### config.mk
export PLATFORM = sky130hd
export DESIGN_NAME = ram_port_arbiter_2m
export DESIGN_NICKNAME = d
export VERILOG_FILES = /design/src/rtl/ram_port_arbiter_2m_pkg.sv /design/src/rtl/ram_port_arbiter_2m_rr_arbiter_2.sv /design/src/rtl/ram_port_arbiter_2m.sv
export SDC_FILE = /design/constraint.sdc
export NUM_CORES = 1
export LEC_CHECK = 0
export BUFFER_PORTS_ARGS = -buffer_cell sky130_fd_sc_hd__buf_2
export CORE_AREA = 3 3 122 124
export DETAILED_ROUTE_END_ITERATION = 10
export DIE_AREA = 0 0 125 127
export PLACE_DENSITY_LB_ADDON = 0.05
export SLEW_MARGIN = 20
export SYNTH_ARGS = -nofsm -noshare
export SYNTH_HDL_FRONTEND = slang
export SYNTH_SLANG_ARGS = --single-unit
export TNS_END_PERCENT = 30
### constraint.sdc
create_clock -name clk_i -period 5.6 [get_ports clk_i]
set_clock_uncertainty 0.15 [all_clocks]
set_input_delay 0.84 -clock clk_i [delete_from_list [all_inputs] [get_ports clk_i]]
set_output_delay 0.84 -clock clk_i [all_outputs]
set_load 0.05 [all_outputs]
### src/rtl/ram_port_arbiter_2m_pkg.sv
// rtl/ram_port_arbiter_2m_pkg.sv - shared types and constants for the two-master RAM port arbiter
package ram_port_arbiter_2m_pkg;

    localparam int DATA_WIDTH_DEF = 32;
    localparam int WE_WIDTH       = 4;

    typedef enum logic [1:0] {
        ST_IDLE  = 2'd0,
        ST_ISSUE = 2'd1,
        ST_WAIT  = 2'd2,
        ST_DONE  = 2'd3
    } state_t;

    localparam logic GRANT_M0 = 1'b0;
    localparam logic GRANT_M1 = 1'b1;

    // One-hot grant vector to master ID.
    function automatic logic grant_id(input logic [1:0] grant_onehot);
        return grant_onehot[1];
    endfunction

endpackage

### src/rtl/ram_port_arbiter_2m_rr_arbiter_2.sv
// rtl/ram_port_arbiter_2m_rr_arbiter_2.sv - two-way round-robin grant, purely combinational
module rr_arbiter_2
    import ram_port_arbiter_2m_pkg::*;
(
    input  logic [1:0] req_i,
    input  logic       last_grant_i,
    output logic [1:0] grant_o
);

    always_comb begin
        grant_o = 2'b00;
        case (req_i)
            2'b01:   grant_o = 2'b01;
            2'b10:   grant_o = 2'b10;
            // On contention, favour whoever did not win last time.
            2'b11:   grant_o = (last_grant_i == GRANT_M1) ? 2'b01 : 2'b10;
            default: grant_o = 2'b00;
        endcase
    end

endmodule

### src/rtl/ram_port_arbiter_2m.sv
// rtl/ram_port_arbiter_2m.sv - shares one delayed-ack RAM slave port between fetch and load/store masters
module ram_port_arbiter_2m
    import ram_port_arbiter_2m_pkg::*;
#(
    parameter int DATA_WIDTH     = DATA_WIDTH_DEF,
    parameter int TIMEOUT_CYCLES = 16
) (
    input  logic                  clk_i,
    input  logic                  rst_i,
    input  logic                  m0_stb_i,
    input  logic [WE_WIDTH-1:0]   m0_we_i,
    input  logic [DATA_WIDTH-1:0] m0_addr_i,
    input  logic [DATA_WIDTH-1:0] m0_wdata_i,
    output logic [DATA_WIDTH-1:0] m0_rdata_o,
    output logic                  m0_ack_o,
    output logic                  m0_err_o,
    input  logic                  m1_stb_i,
    input  logic [WE_WIDTH-1:0]   m1_we_i,
    input  logic [DATA_WIDTH-1:0] m1_addr_i,
    input  logic [DATA_WIDTH-1:0] m1_wdata_i,
    output logic [DATA_WIDTH-1:0] m1_rdata_o,
    output logic                  m1_ack_o,
    output logic                  m1_err_o,
    output logic                  s_stb_o,
    output logic [WE_WIDTH-1:0]   s_we_o,
    output logic [DATA_WIDTH-1:0] s_addr_o,
    output logic [DATA_WIDTH-1:0] s_wdata_o,
    input  logic [DATA_WIDTH-1:0] s_rdata_i,
    input  logic                  s_ack_i,
    input  logic                  s_err_i,
    output logic                  stray_ack_o
);

    localparam int CNT_W = $clog2(TIMEOUT_CYCLES) + 1;
    localparam logic [CNT_W-1:0] CNT_LAST = CNT_W'(TIMEOUT_CYCLES - 1);
    localparam logic [CNT_W-1:0] CNT_MAX  = {CNT_W{1'b1}};

    state_t                state_q, state_d;
    logic                  last_grant_q, last_grant_d;
    logic [WE_WIDTH-1:0]   we_q, we_d;
    logic [DATA_WIDTH-1:0] addr_q, addr_d;
    logic [DATA_WIDTH-1:0] wdata_q, wdata_d;
    logic [DATA_WIDTH-1:0] rdata_q, rdata_d;
    logic                  err_q, err_d;
    logic [CNT_W-1:0]      cnt_q, cnt_d;
    logic                  stray_q, stray_d;

    logic [1:0] req;
    logic [1:0] grant;
    logic       any_req;
    logic       timeout_hit;
    logic       done;

    assign req         = {m1_stb_i, m0_stb_i};
    assign any_req     = |req;
    assign timeout_hit = (cnt_q == CNT_LAST);

    rr_arbiter_2 u_rr (
        .req_i        (req),
        .last_grant_i (last_grant_q),
        .grant_o      (grant)
    );

    always_ff @(posedge clk_i or posedge rst_i) begin
        if (rst_i) begin
            state_q <= ST_IDLE;
        end else begin
            state_q <= state_d;
        end
    end

    always_comb begin
        state_d = state_q;
        case (state_q)
            ST_IDLE:  if (any_req) state_d = ST_ISSUE;
            ST_ISSUE: state_d = ST_WAIT;
            ST_WAIT:  if (s_ack_i || timeout_hit) state_d = ST_DONE;
            ST_DONE:  state_d = ST_IDLE;
            default:  state_d = ST_IDLE;
        endcase
    end

    always_ff @(posedge clk_i or posedge rst_i) begin
        if (rst_i) begin
            last_grant_q <= GRANT_M1;
            we_q         <= '0;
            addr_q       <= '0;
            wdata_q      <= '0;
            rdata_q      <= '0;
            err_q        <= 1'b0;
            cnt_q        <= '0;
            stray_q      <= 1'b0;
        end else begin
            last_grant_q <= last_grant_d;
            we_q         <= we_d;
            addr_q       <= addr_d;
            wdata_q      <= wdata_d;
            rdata_q      <= rdata_d;
            err_q        <= err_d;
            cnt_q        <= cnt_d;
            stray_q      <= stray_d;
        end
    end

    always_comb begin
        last_grant_d = last_grant_q;
        we_d         = we_q;
        addr_d       = addr_q;
        wdata_d      = wdata_q;
        rdata_d      = rdata_q;
        err_d        = err_q;
        cnt_d        = cnt_q;
        stray_d      = stray_q | (s_ack_i && (state_q != ST_WAIT));
        case (state_q)
            ST_IDLE: begin
                if (any_req) begin
                    last_grant_d = grant_id(grant);
                    we_d         = grant[1] ? m1_we_i    : m0_we_i;
                    addr_d       = grant[1] ? m1_addr_i  : m0_addr_i;
                    wdata_d      = grant[1] ? m1_wdata_i : m0_wdata_i;
                    rdata_d      = '0;
                    err_d        = 1'b0;
                end
            end
            ST_ISSUE: cnt_d = '0;
            ST_WAIT: begin
                if (s_ack_i) begin
                    rdata_d = s_rdata_i;
                    err_d   = s_err_i;
                end else begin
                    if (cnt_q != CNT_MAX) cnt_d = cnt_q + 1'b1;
                    if (timeout_hit) err_d = 1'b1;
                end
            end
            default: ;
        endcase
    end

    // Responses are decoded straight from state so an async reset silences them at once.
    always_comb begin
        done        = (state_q == ST_DONE);
        s_stb_o     = (state_q == ST_ISSUE);
        s_we_o      = (state_q == ST_ISSUE) ? we_q : '0;
        s_addr_o    = addr_q;
        s_wdata_o   = wdata_q;
        m0_ack_o    = done && (last_grant_q == GRANT_M0) && !err_q;
        m0_err_o    = done && (last_grant_q == GRANT_M0) && err_q;
        m1_ack_o    = done && (last_grant_q == GRANT_M1) && !err_q;
        m1_err_o    = done && (last_grant_q == GRANT_M1) && err_q;
        m0_rdata_o  = (done && (last_grant_q == GRANT_M0)) ? rdata_q : '0;
        m1_rdata_o  = (done && (last_grant_q == GRANT_M1)) ? rdata_q : '0;
        stray_ack_o = stray_q;
    end

endmodule
# --- Word level (Yosys, flattened, before mapping) ---
# Index checks and enable logic that the tools add are counted.
totals:
  regBits: 110
  input_bits: 174
  output_inout_bits: 138
  wordCells: 66
classes:
  n_addsub: 1
  eq_ne: 15
  n_mux: 21
  n_bitwise: 2
  n_reduce_logical: 18
ops:
  columns: ["cell", "n"]
  rows:
  - ["$mux 32", 6]
  - ["$pmux 32 s2", 1]
  - ["$ne 2x2->1 const B", 6]
  - ["$mux 5", 2]
  - ["$pmux 5 s2", 1]
  - ["$reduce_and 3->1", 3]
  - ["$eq 2x2->1 const B", 4]
  - ["$mux 4", 2]
  - ["$pmux 2 s4", 1]
  - ["$logic_and 1x1->1", 7]
  - ["$mux 2", 3]
  - ["$pmux 2 s3", 1]
  - ["$add 5x1->5 const B", 1]
  - ["$eq 5x4->1 const B", 1]
  - ["$ne 5x5->1 const B", 1]
  - ["$eq 2x1->1 const B", 2]
  - ["$reduce_and 2->1", 2]
  - ["$reduce_bool 2->1", 2]
  - ["$mux 1", 3]
  - ["$ne 3x3->1 const B", 1]
  - ["$logic_not 2->1", 1]
  - ["$pmux 1 s2", 1]
  - ["$reduce_or 2->1", 1]
  - ["$logic_not 1->1", 1]
  - ["other kinds (3)", 3]

# --- Longest topological paths before layout ---
depth:
  depth_word: 4
  mapped_depth: 7
  depth_no_buf: 6

# --- Hierarchy ---
# From an unflattened synthesis, not the netlist that was laid out.
hier_totals:
  cells_unflattened: 570
  area_unflattened_um2: 5582.9
modules_own_cells:
  columns: ["mod", "n_inst", "cells_per_inst", "area_per_inst_um2"]
  rows:
  - ["ram_port_arbiter_2m", 1, 567, 5564.1]
  - ["rr_arbiter_2", 1, 3, 18.8]

# --- Worst setup path before layout ---
# No wires, ideal clock.
synth_path:
  path_type: "reg-to-output"
  start: "register last_grant_q"
  end: "output m1_rdata_o[10]"
  t_arrival_ns: 1.551
  required_time_ns: 4.610
  slack_ns: 3.059
  path_stages_with_launch: 4
  n_path_buf: 1
  cell_sequence: "dfstp_2 nand2_1 clkbuf_1 nor2_1"
synth_between:
  elab_chain_len: 2
synth_rtl:
  columns: ["element", "line_no", "source"]
  rows:
  - ["from (decl)", "ram_port_arbiter_2m.sv:39", "logic last_grant_q, last_grant_d;"]
  - ["from (signal assigned)", "ram_port_arbiter_2m.sv:94", "last_grant_q <= last_grant_d;"]
  - ["$logic_and 1x1->1", "ram_port_arbiter_2m.sv:151", "m1_rdata_o = (done && (last_grant_q == GRANT_M1)) ? rdata_q : '0;"]
  - ["$mux 32", "ram_port_arbiter_2m.sv:151", null]
  - ["to (decl)", "ram_port_arbiter_2m.sv:21", "output logic [DATA_WIDTH-1:0] m1_rdata_o,"]
# Every way passes these cells.

# --- Worst setup path after layout ---
layout_path:
  start: "register last_grant_q"
  end: "output m1_rdata_o[26]"
# Same word-level chain as after synthesis.

==> impl_metrics.env <==
export IMPL_status="completed"
export IMPL_cts_root_buf="clkbuf_16"
export IMPL_final_antenna_net_count=0
export IMPL_synthTopCellsByArea="dfrtp_1, nand2_1, a31oi_1"
export IMPL_synthArstFlopShare_pct=100
export IMPL_dpl_cell_area_um2=7120
export IMPL_tns_ps=0
export IMPL_dr_first_iter_drc_count=240
export IMPL_crit_arrival_ps=2280
export IMPL_design_area_um2=7390
export IMPL_firstDrtPassIters=4
export IMPL_final_period_utilization_pct=58.5
export IMPL_grtUsageTotal_pct=20.5
export IMPL_synth_top_family_by_area="simple AND/OR/NAND/NOR gates"
export IMPL_cts_hold_buf=0
export IMPL_yosys_area_share_adder_pct=1.82
export IMPL_cp_start_kind="flop"
export IMPL_synthSimpleGateAreaFrac_pct=25.3
export IMPL_num_rows=43
export IMPL_maxCapViolations=0
export IMPL_slew_viol_final=0
export IMPL_slew_headroom_pct=25.7
export IMPL_synth_compound_area_share_pct=9.76
export IMPL_grt_pass1_wl_mm=26.6
export IMPL_vias_per_cell=4.79
export IMPL_postCtsSetupBuffers=0
export IMPL_finalHoldViolCount=0
export IMPL_fp_dieH_um=127
export IMPL_slowest_delay_ps=650
export IMPL_antenna_found_initial=1
export IMPL_tritoncts="yes"
export IMPL_grt_ovfl_total=0
export IMPL_drive_above_1_share_pct=36.3
export IMPL_cp_required_ps=4610
export IMPL_vias=5345
export IMPL_finalPower_w=0.00462
export IMPL_cts_buffer_depth=2
export IMPL_path_clk_slew_ps=60
export IMPL_die_w_um=125
export IMPL_grt_max_degree=74
export IMPL_initial_core_util_pct=39.6
export IMPL_wl_mm=16.5
export IMPL_worstMarginPinSlew_ps=1110
export IMPL_netlist_instances=646
export IMPL_synth_largest_area_cell="dfrtp_1"
export IMPL_syn_nets=828
export IMPL_fillCellCount=1396
export IMPL_post_route_drc_count=0
export IMPL_mostFrequentLayoutCell="buf_2"
export IMPL_p_leak_nw=3.88
export IMPL_synth_area_um2=5500
export IMPL_die_area_um2=15900
export IMPL_cp_max_fo=33
export IMPL_crit_slowest_cell="nand2_1"
export IMPL_area_delta_synth_final_pct=34.3
export IMPL_cp_end_kind="primary output"
export IMPL_post_cts_resized=0
export IMPL_rsz0062_at_grt="no"
export IMPL_synth_seq_area_share_pct=50.1
export IMPL_synth_avg_cell_area_um2=8.51
export IMPL_clock_sinks=110
export IMPL_powerDensity_nw_per_um2=625
export IMPL_setup_viol=0
export IMPL_ys_ff_latch=110
export IMPL_synth_xor_area_share_pct=0
export IMPL_min_path_type="reg2reg"
export IMPL_htreeDepth=3
export IMPL_min_period_ps=3270
export IMPL_synthesis_yosys_warnings=0
export IMPL_wl_per_cell_um=14.8
export IMPL_synth_area_mux_share_pct=6.42
export IMPL_clk_latency_ps=340
export IMPL_ys_types=35
export IMPL_layout_common_cells="buf_2, nand2_1, dfrtp_1, nor2_1, a31oi_1"
export IMPL_utilization_pct=53.2
export IMPL_finalNetCount=1113
export IMPL_synth_top_area_share_pct=49.6
export IMPL_grt_pass1_vias=5299
export IMPL_dp_hpwl_mm=12.2
export IMPL_worstPathCellList="nand2_1, nor2_1, buf_2"
export IMPL_ir_worst_vdd_v=0.000296
export IMPL_max_freq_mhz=305
export IMPL_cts_made_buffers=9
export IMPL_globalplace_congestion=0.838
export IMPL_criticalPathCategory="reg2out"
export IMPL_core_area_um2=13900
export IMPL_synthFlopType="dfrtp_1"
export IMPL_synth_edf_count=0
export IMPL_ios=312
export IMPL_io_buffers=311
## synthesized netlist by cell type, drive strengths merged (2+ instances only)
library cell  number
a22o               2
mux2               2
nor2b              3
inv               37
a21oi              2
buf               27
nand2            171
clkbuf            16
nor2             106
nor3b              3
and2              37
mux2i             33
ha                 8
and3               2
nand3              2
nand2b             2
dfrtp            109
a31oi             69
o21ai              2
## path summary, 6_finish.rpt
| path | from | cells after the start | to | slack [ps] |
|---|---|---|---|---|
| hold / removal | stray_ack_o$_DFF_PP0_ | 1 | stray_ack_o$_DFF_PP0_ | 300 |
| hold reg to reg | stray_ack_o$_DFF_PP0_ | 1 | stray_ack_o$_DFF_PP0_ | 300 |
| min in group asynchronous | rst_i | 2 | s_wdata_o[21]$_DFFE_PP0P_ | 540 |
| max in group asynchronous | rst_i | 3 | last_grant_q$_DFFE_PP1P_ | 3690 |
| setup / recovery | last_grant_q$_DFFE_PP1P_ | 3 | m1_rdata_o[26] | 2330 |
| setup reg to reg | state_q[0]$_DFFE_PP0P_ | 6 | s_addr_o[1]$_DFFE_PP0P_ | 3020 |
## report_power, final
group	internal, W	leakage (nW)	switching, W	total (W)
Combinational	0.000699	2.45	0.00197	0.00267
Clock	0.000310	0.122	0.000273	0.000583
Sequential	0.00117	1.31	0.000196	0.00137
Total	0.00218	3.88	0.00243	0.00462
## critical path: cells and delay by family, from the launching register on
family	cells	cell delay, ps
simple gates	2	1000
flops	1	620
buf+inv	1	310
## cells by family after synthesis
logic type / Yosys count
buffers and inverters: 80
muxes: 35
and+or+nand+nor: 330
AOI/OAI and AO/OA: 83
DFF: 110
adders and majority gates: 8
## stage by stage
| step | setup WS, ps | std cells | hold WS (ps) |
|---|---|---|---|
| detailed placement | 2690 | 1100 | 289 |
| global placement | 2740 | 1100 | 287 |
| finish | 2330 | 1115 | 301 |
| CTS | 2310 | 1114 | 304 |
| global route | 2210 | 1115 | 345 |
| floorplan | 1710 | 646 | 334 |
## area by class of cell
| cell class | count | area, µm² | area share [%] |
|---|---|---|---|
| Clock inverter | 1 | 7.51 | 0.102 |
| Timing Repair Buffer | 317 | 1600 | 21.7 |
| Antenna cell | 1 | 2.50 | 0.0339 |
| Multi-Input combinational cell | 456 | 2400 | 32.5 |
| Tap cell | 180 | 225 | 3.05 |
| Sequential cell | 110 | 2750 | 37.3 |
| Inverter | 37 | 141 | 1.91 |
| Clock buffer | 13 | 250 | 3.39 |
## registers in the layout, summed over array words and instances, names as in the netlist
signal,count
rdata_q,32
s_addr_o,32
s_wdata_o,32
cnt_q,5
we_q,4
state_q,2
err_q,1
last_grant_q,1
stray_ack_o,1
## metal layers
metal | vias to the layer above | global-route usage (%) | wire, µm
met1 | 2442 | 24.6 | 6550
met5 | - | 0 | 0
li1 | 2652 | - | -
met2 | 223 | 34.5 | 8050
met4 | 0 | 9.06 | 476
met3 | 28 | 6.06 | 1470
Power figures use the tool's default switching activity.
